File: config.mk
export PLATFORM = sky130hd
export DESIGN_NAME = iter_divider
export DESIGN_NICKNAME = d
export VERILOG_FILES = /design/src/rtl/iter_divider.sv
export SDC_FILE = /design/constraint.sdc
export NUM_CORES = 1
export LEC_CHECK = 0
export BUFFER_PORTS_ARGS = -buffer_cell sky130_fd_sc_hd__buf_4
export CAP_MARGIN = 10
export CELL_PAD_IN_SITES_DETAIL_PLACEMENT = 1
export CELL_PAD_IN_SITES_GLOBAL_PLACEMENT = 1
export CORE_MARGIN = 2
export CORE_UTILIZATION = 40
export CTS_CLUSTER_DIAMETER = 30
export DETAILED_ROUTE_END_ITERATION = 8
export GPL_TIMING_DRIVEN = 0
export PLACE_DENSITY_LB_ADDON = 0.3
export SYNTH_ARGS = -nofsm -noshare
export SYNTH_HDL_FRONTEND = slang
export SYNTH_SLANG_ARGS = --single-unit
File: constraint.sdc
create_clock -name clk -period 5.8 [get_ports clk]
set_input_delay 0.58 -clock clk [delete_from_list [all_inputs] [get_ports clk]]
set_output_delay 0.58 -clock clk [all_outputs]
set_load 0.005 [all_outputs]
File: src/rtl/iter_divider.sv
// rtl/iter_divider.sv - multi-cycle restoring radix-2 divide/remainder unit for DIV, DIVU, REM and REMU
module iter_divider #(
    parameter int XLEN = 32
) (
    input  logic            clk,
    input  logic            reset,
    input  logic            in_valid,
    output logic            in_ready,
    input  logic [1:0]      op,
    input  logic [XLEN-1:0] dividend,
    input  logic [XLEN-1:0] divisor,
    input  logic            flush,
    output logic            out_valid,
    input  logic            out_ready,
    output logic [XLEN-1:0] result,
    output logic            busy
);

    localparam int CW = $clog2(XLEN + 1);

    localparam logic [1:0] S_IDLE = 2'd0;
    localparam logic [1:0] S_CALC = 2'd1;
    localparam logic [1:0] S_DONE = 2'd2;

    localparam logic [CW-1:0]   CNT_ONE  = CW'(1);
    localparam logic [CW-1:0]   CNT_LAST = CW'(XLEN);
    localparam logic [XLEN-1:0] MIN_NEG  = {1'b1, {(XLEN-1){1'b0}}};
    localparam logic [XLEN-1:0] ALL_ONES = '1;

    logic [1:0]      state_q, state_d;
    logic [1:0]      op_q, op_d;
    logic [XLEN-1:0] a_q, a_d;
    logic [XLEN-1:0] b_q, b_d;
    logic [XLEN:0]   rem_q, rem_d;
    logic [CW-1:0]   cnt_q, cnt_d;
    logic            negq_q, negq_d;
    logic            negr_q, negr_d;
    logic [XLEN-1:0] result_q, result_d;

    logic            is_signed;
    logic            is_rem;
    logic [XLEN:0]   rem_shift;
    logic [XLEN:0]   trial;
    logic            q_bit;
    logic [XLEN:0]   rem_next;
    logic [XLEN-1:0] quo_next;
    logic [XLEN-1:0] rem_low;
    logic [XLEN-1:0] quo_fix;
    logic [XLEN-1:0] rem_fix;
    logic [XLEN-1:0] a_mag;
    logic [XLEN-1:0] b_mag;
    logic            div_by_zero;
    logic            sgn_ovf;

    always_comb begin
        is_signed   = ~op_q[0];
        is_rem      = op_q[1];
        // a_q doubles as the quotient shift register once magnitudes are loaded
        rem_shift   = {rem_q[XLEN-1:0], a_q[XLEN-1]};
        trial       = rem_shift - {1'b0, b_q};
        q_bit       = ~trial[XLEN];
        rem_next    = q_bit ? trial : rem_shift;
        quo_next    = {a_q[XLEN-2:0], q_bit};
        rem_low     = rem_next[XLEN-1:0];
        quo_fix     = negq_q ? -quo_next : quo_next;
        rem_fix     = negr_q ? -rem_low : rem_low;
        a_mag       = (is_signed && a_q[XLEN-1]) ? -a_q : a_q;
        b_mag       = (is_signed && b_q[XLEN-1]) ? -b_q : b_q;
        div_by_zero = (b_q == '0);
        sgn_ovf     = is_signed && (a_q == MIN_NEG) && (b_q == ALL_ONES);
    end

    always_comb begin
        state_d  = state_q;
        op_d     = op_q;
        a_d      = a_q;
        b_d      = b_q;
        rem_d    = rem_q;
        cnt_d    = cnt_q;
        negq_d   = negq_q;
        negr_d   = negr_q;
        result_d = result_q;
        case (state_q)
            S_IDLE: begin
                if (in_valid && !flush) begin
                    state_d = S_CALC;
                    op_d    = op;
                    a_d     = dividend;
                    b_d     = divisor;
                    cnt_d   = '0;
                end
            end
            S_CALC: begin
                if (flush) begin
                    state_d = S_IDLE;
                end else if (cnt_q == '0) begin
                    // First CALC cycle: resolve early exits or load magnitudes and signs
                    if (div_by_zero) begin
                        result_d = is_rem ? a_q : ALL_ONES;
                        state_d  = S_DONE;
                    end else if (sgn_ovf) begin
                        result_d = is_rem ? '0 : a_q;
                        state_d  = S_DONE;
                    end else begin
                        a_d    = a_mag;
                        b_d    = b_mag;
                        rem_d  = '0;
                        negq_d = is_signed & (a_q[XLEN-1] ^ b_q[XLEN-1]);
                        negr_d = is_signed & a_q[XLEN-1];
                        cnt_d  = CNT_ONE;
                    end
                end else begin
                    a_d   = quo_next;
                    rem_d = rem_next;
                    if (cnt_q == CNT_LAST) begin
                        result_d = is_rem ? rem_fix : quo_fix;
                        state_d  = S_DONE;
                    end else begin
                        cnt_d = cnt_q + CNT_ONE;
                    end
                end
            end
            S_DONE: begin
                if (flush || out_ready) begin
                    state_d = S_IDLE;
                end
            end
            default: state_d = S_IDLE;
        endcase
    end

    always_ff @(posedge clk or posedge reset) begin
        if (reset) begin
            state_q  <= S_IDLE;
            op_q     <= '0;
            a_q      <= '0;
            b_q      <= '0;
            rem_q    <= '0;
            cnt_q    <= '0;
            negq_q   <= 1'b0;
            negr_q   <= 1'b0;
            result_q <= '0;
        end else begin
            state_q  <= state_d;
            op_q     <= op_d;
            a_q      <= a_d;
            b_q      <= b_d;
            rem_q    <= rem_d;
            cnt_q    <= cnt_d;
            negq_q   <= negq_d;
            negr_q   <= negr_d;
            result_q <= result_d;
        end
    end

    assign in_ready  = (state_q == S_IDLE);
    assign out_valid = (state_q == S_DONE);
    assign busy      = (state_q != S_IDLE);
    assign result    = result_q;

endmodule
==> metrics.txt <==
Worst R2R Path Depth 26; Final Cycle Share 0.978; fin crit period 5.68 ns; Sw Ratio 0.470; RR Startpoint rem_q[17]; most frequent cells in the layout nand2_1, o21ai_0, nor2_1, dfrtp_1; Req. time, crit path 6.14 ns; routed wire length 56300 um; drt wl/cell 25.2 um; Avg Cell Area, Syn 7.44 um^2; Worst-Margin Slew 1.09 ns; crit path capture type flop; CTS clock-pin slew for the worst setup and hold paths 0.07 ns; commonest non-fill, non-tap cell in the layout nand2_1; combinational share of power 0.518; DR iter-0 viols 1259; clock tree buffer depth 2; Fillers 3899; CTS sink cnt 140; Slew Limit Headroom 0.276; setup violators final 0; final hold violations 0; Max-cap violations 0; GRT Total Usage 0.336; Internal 3.01 mW; part of the power in registers 0.247; final instance area 14900 um^2; Post-synth EDFFs 0; DIE AREA 32600 um^2; Vert. Die Dim 181 um; Synth Flop Type dfrtp_1; CP Class flop to flop; power per cell area 380 nW/um^2; drt pass-1 iters 5; register bit count reported by yosys 140; class of the worst hold path primary input to asynchronous set/reset pin; vias per cell 6.42; Unique masters post-synth 89; initial cell density of the core 0.407; Min Hold Slack 0.201 ns; largest net degree at the start of global routing 72; initial antenna violation count 1; number of global-route vias before repair 14629; CTS tree built; worst-path maximum fanout 10; core box area 30700 um^2; via total after detailed routing 14349; syn nets 1789; Root Buffer clkbuf_16; FMAX 176 MHz; area grow syn2layout 19.6%; Worst IR Drop VDD 0.000231 V; Mapped Cells 1678; Final nets 1937; placed cell areas 13800 um^2; io pins 106; share of cells above drive strength 1 0.145; Mapped Area 12500 um^2; Final Wtd Congestion 0.955; R2R setup slack 0.12 ns; Worst-Skew Late Latency 0.46 ns; first-pass GRT wire length 85800 um; status completed; GRT Residual Overflow 0; Synth Warn # 0; CTS HTree Levels 4; Tot Pwr 5.67 mW; PortBufs 104; Cell Rows 64; Synth async-reset ratio 1.00; Clock power frac 0.235; Antenna diodes 0; HPWL after DPL 41900 um; Net Sw Power 2.67 mW; sequential-to-total area share from yosys stat 0.281; reg2reg end result[22]; DRT antenna net count 0; cts bufs inserted 17; Clock Skew 0.0116 ns; Leak 6.16 nW; Arr. time, crit path 6.01 ns; crit start category flop; Pins Over Slew Limit 0; Die X 181 um; residual DRC count 0
repair_timing:
| action | 4_1_cts | 5_1_grt |
|---|---|---|
| hold buffers | 0 | 0 |
| pin swaps | 10 | 20 |
| setup buffers | 6 | 18 |
| endpoints found under the setup margin | 14 | 10 |
| resized for setup | 29 | 36 |
logic make-up (layout without fill, tap and decap cells):
logic type | count (synthesis) | count (layout) | synth area share
AOI/OAI and AO/OA | 560 | 560 | 0.282
buffers and inverters | 179 | 339 | 0.0566
xor gates and xnor gates | 86 | 86 | 0.0604
and+or+nand+nor | 616 | 616 | 0.232
DFF | 140 | 140 | 0.281
muxes | 38 | 38 | 0.0318
adders and majority gates | 59 | 59 | 0.0560
power by group through the flow:
stage                     logic, mW  registers, mW  clock network (mW)
final                          2.94           1.40                1.33
after detailed placement       2.71           1.40                   0
after global placement         2.63           1.39                   0
after floorplan                1.88           1.32                   0
after CTS                      2.78           1.39                1.33
after global routing           3.18           1.42                1.36
layout make-up:
type / count / area, um^2 / area share
plain buffers: 119 / 546 / 0.0366
clock buffers: 20 / 467 / 0.0313
clock inverters: 11 / 214 / 0.0143
inverters: 58 / 226 / 0.0152
multi-input cells: 1359 / 8440 / 0.566
flip-flops and latches: 140 / 3510 / 0.235
well taps: 396 / 495 / 0.0332
repair buffers: 131 / 1020 / 0.0681
stage by stage:
step | TNS, ns | setup WS [ns] | instances | utilization
3_3_place_gp | -129.58 | -1.49 | 2178 | 0.448
3_5_place_dp | -16.38 | -1.62 | 2180 | 0.450
5_1_grt | -0.117 | -0.0949 | 2234 | 0.486
4_1_cts | -0.0872 | -0.0533 | 2215 | 0.477
6_report | 0 | 0.125 | 2234 | 0.486
2_1_floorplan | 0 | 0.250 | 1678 | -
worst max path at each step:
stage	from	endpoint
final	rem_q[17]	result[22]
after global routing	b_q[25]	result[22]
after CTS	a_q[31]	result[22]
after detailed placement	a_q[31]	result[22]
after global placement	a_q[31]	result[22]
after floorplan	a_q[31]	result[22]
layer usage:
metal | part of all wire | wire length [um] | track usage | up-vias
met2 | 0.46 | 25700 | 0.537 | 602
met5 | 0 | 0 | 0 | -
li1 | - | - | - | 6398
met1 | 0.43 | 24100 | 0.454 | 7174
met4 | 0.042 | 2340 | 0.127 | 0
met3 | 0.076 | 4280 | 0.0598 | 175
cell usage after synthesis (6+ instances only):
| cell | number | area share |
|---|---|---|
| inv_1 | 55 | 0.017 |
| nand2_1 | 213 | 0.064 |
| or3_1 | 24 | 0.012 |
| dfrtp_1 | 140 | 0.28 |
| a31oi_1 | 17 | 0.0085 |
| o21ai_0 | 189 | 0.076 |
| o211ai_1 | 24 | 0.014 |
| xnor2_1 | 43 | 0.030 |
| mux2_2 | 8 | 0.0072 |
| nand3_1 | 46 | 0.018 |
| and3_1 | 13 | 0.0065 |
| maj3_1 | 19 | 0.015 |
| a21o_1 | 13 | 0.0078 |
| a311oi_1 | 6 | 0.0042 |
| or4_1 | 9 | 0.0054 |
| and2_1 | 7 | 0.0035 |
| clkbuf_1 | 93 | 0.028 |
| nor4_1 | 19 | 0.0095 |
| o31ai_1 | 20 | 0.012 |
| a221oi_1 | 8 | 0.0056 |
| nor3_1 | 51 | 0.020 |
| o22ai_1 | 23 | 0.012 |
| ha_1 | 39 | 0.039 |
| nor2b_1 | 9 | 0.0045 |
| a22o_1 | 6 | 0.0042 |
| o311ai_0 | 7 | 0.0049 |
| nand2b_1 | 13 | 0.0065 |
| a21oi_1 | 130 | 0.052 |
| buf_2 | 21 | 0.0084 |
| mux2i_1 | 28 | 0.022 |
| a22oi_1 | 10 | 0.0060 |
| or2_2 | 13 | 0.0065 |
| xor2_1 | 43 | 0.030 |
| nand4_1 | 19 | 0.0095 |
| a211oi_1 | 26 | 0.016 |
| nor2_1 | 155 | 0.047 |
| o21ai_1 | 9 | 0.0036 |
worst max-delay path: stages (launching register included):
cell and delay, ns:
dfrtp_1 0.49, ha_1 0.33, buf_2 0.21, nand4_1 0.23, nor4_4 0.30, o211ai_1 0.13
buf_4 0.18, nand2_2 0.08, mux2_4 0.36, nand2_8 0.09, buf_12 0.14, buf_12 0.11
buf_12 0.14, nand2_1 0.08, o21ai_2 0.09, ha_2 0.23, nand2b_1 0.08, or2_1 0.25
nor3_2 0.21, nand2_1 0.13, or3_4 0.40, nor3_4 0.23, a41oi_4 0.11, o41ai_2 0.37
xnor2_1 0.21, a211oi_1 0.11, a211o_1 0.24
sequential cells by signal, indices dropped and copies added (netlist names):
name and flops:
a_q 32, b_q 32, rem_q 32, result 32
cnt_q 6, op_q 2, state_q 2, negq_q 1
negr_q 1
(Power assumes the default switching activity.)
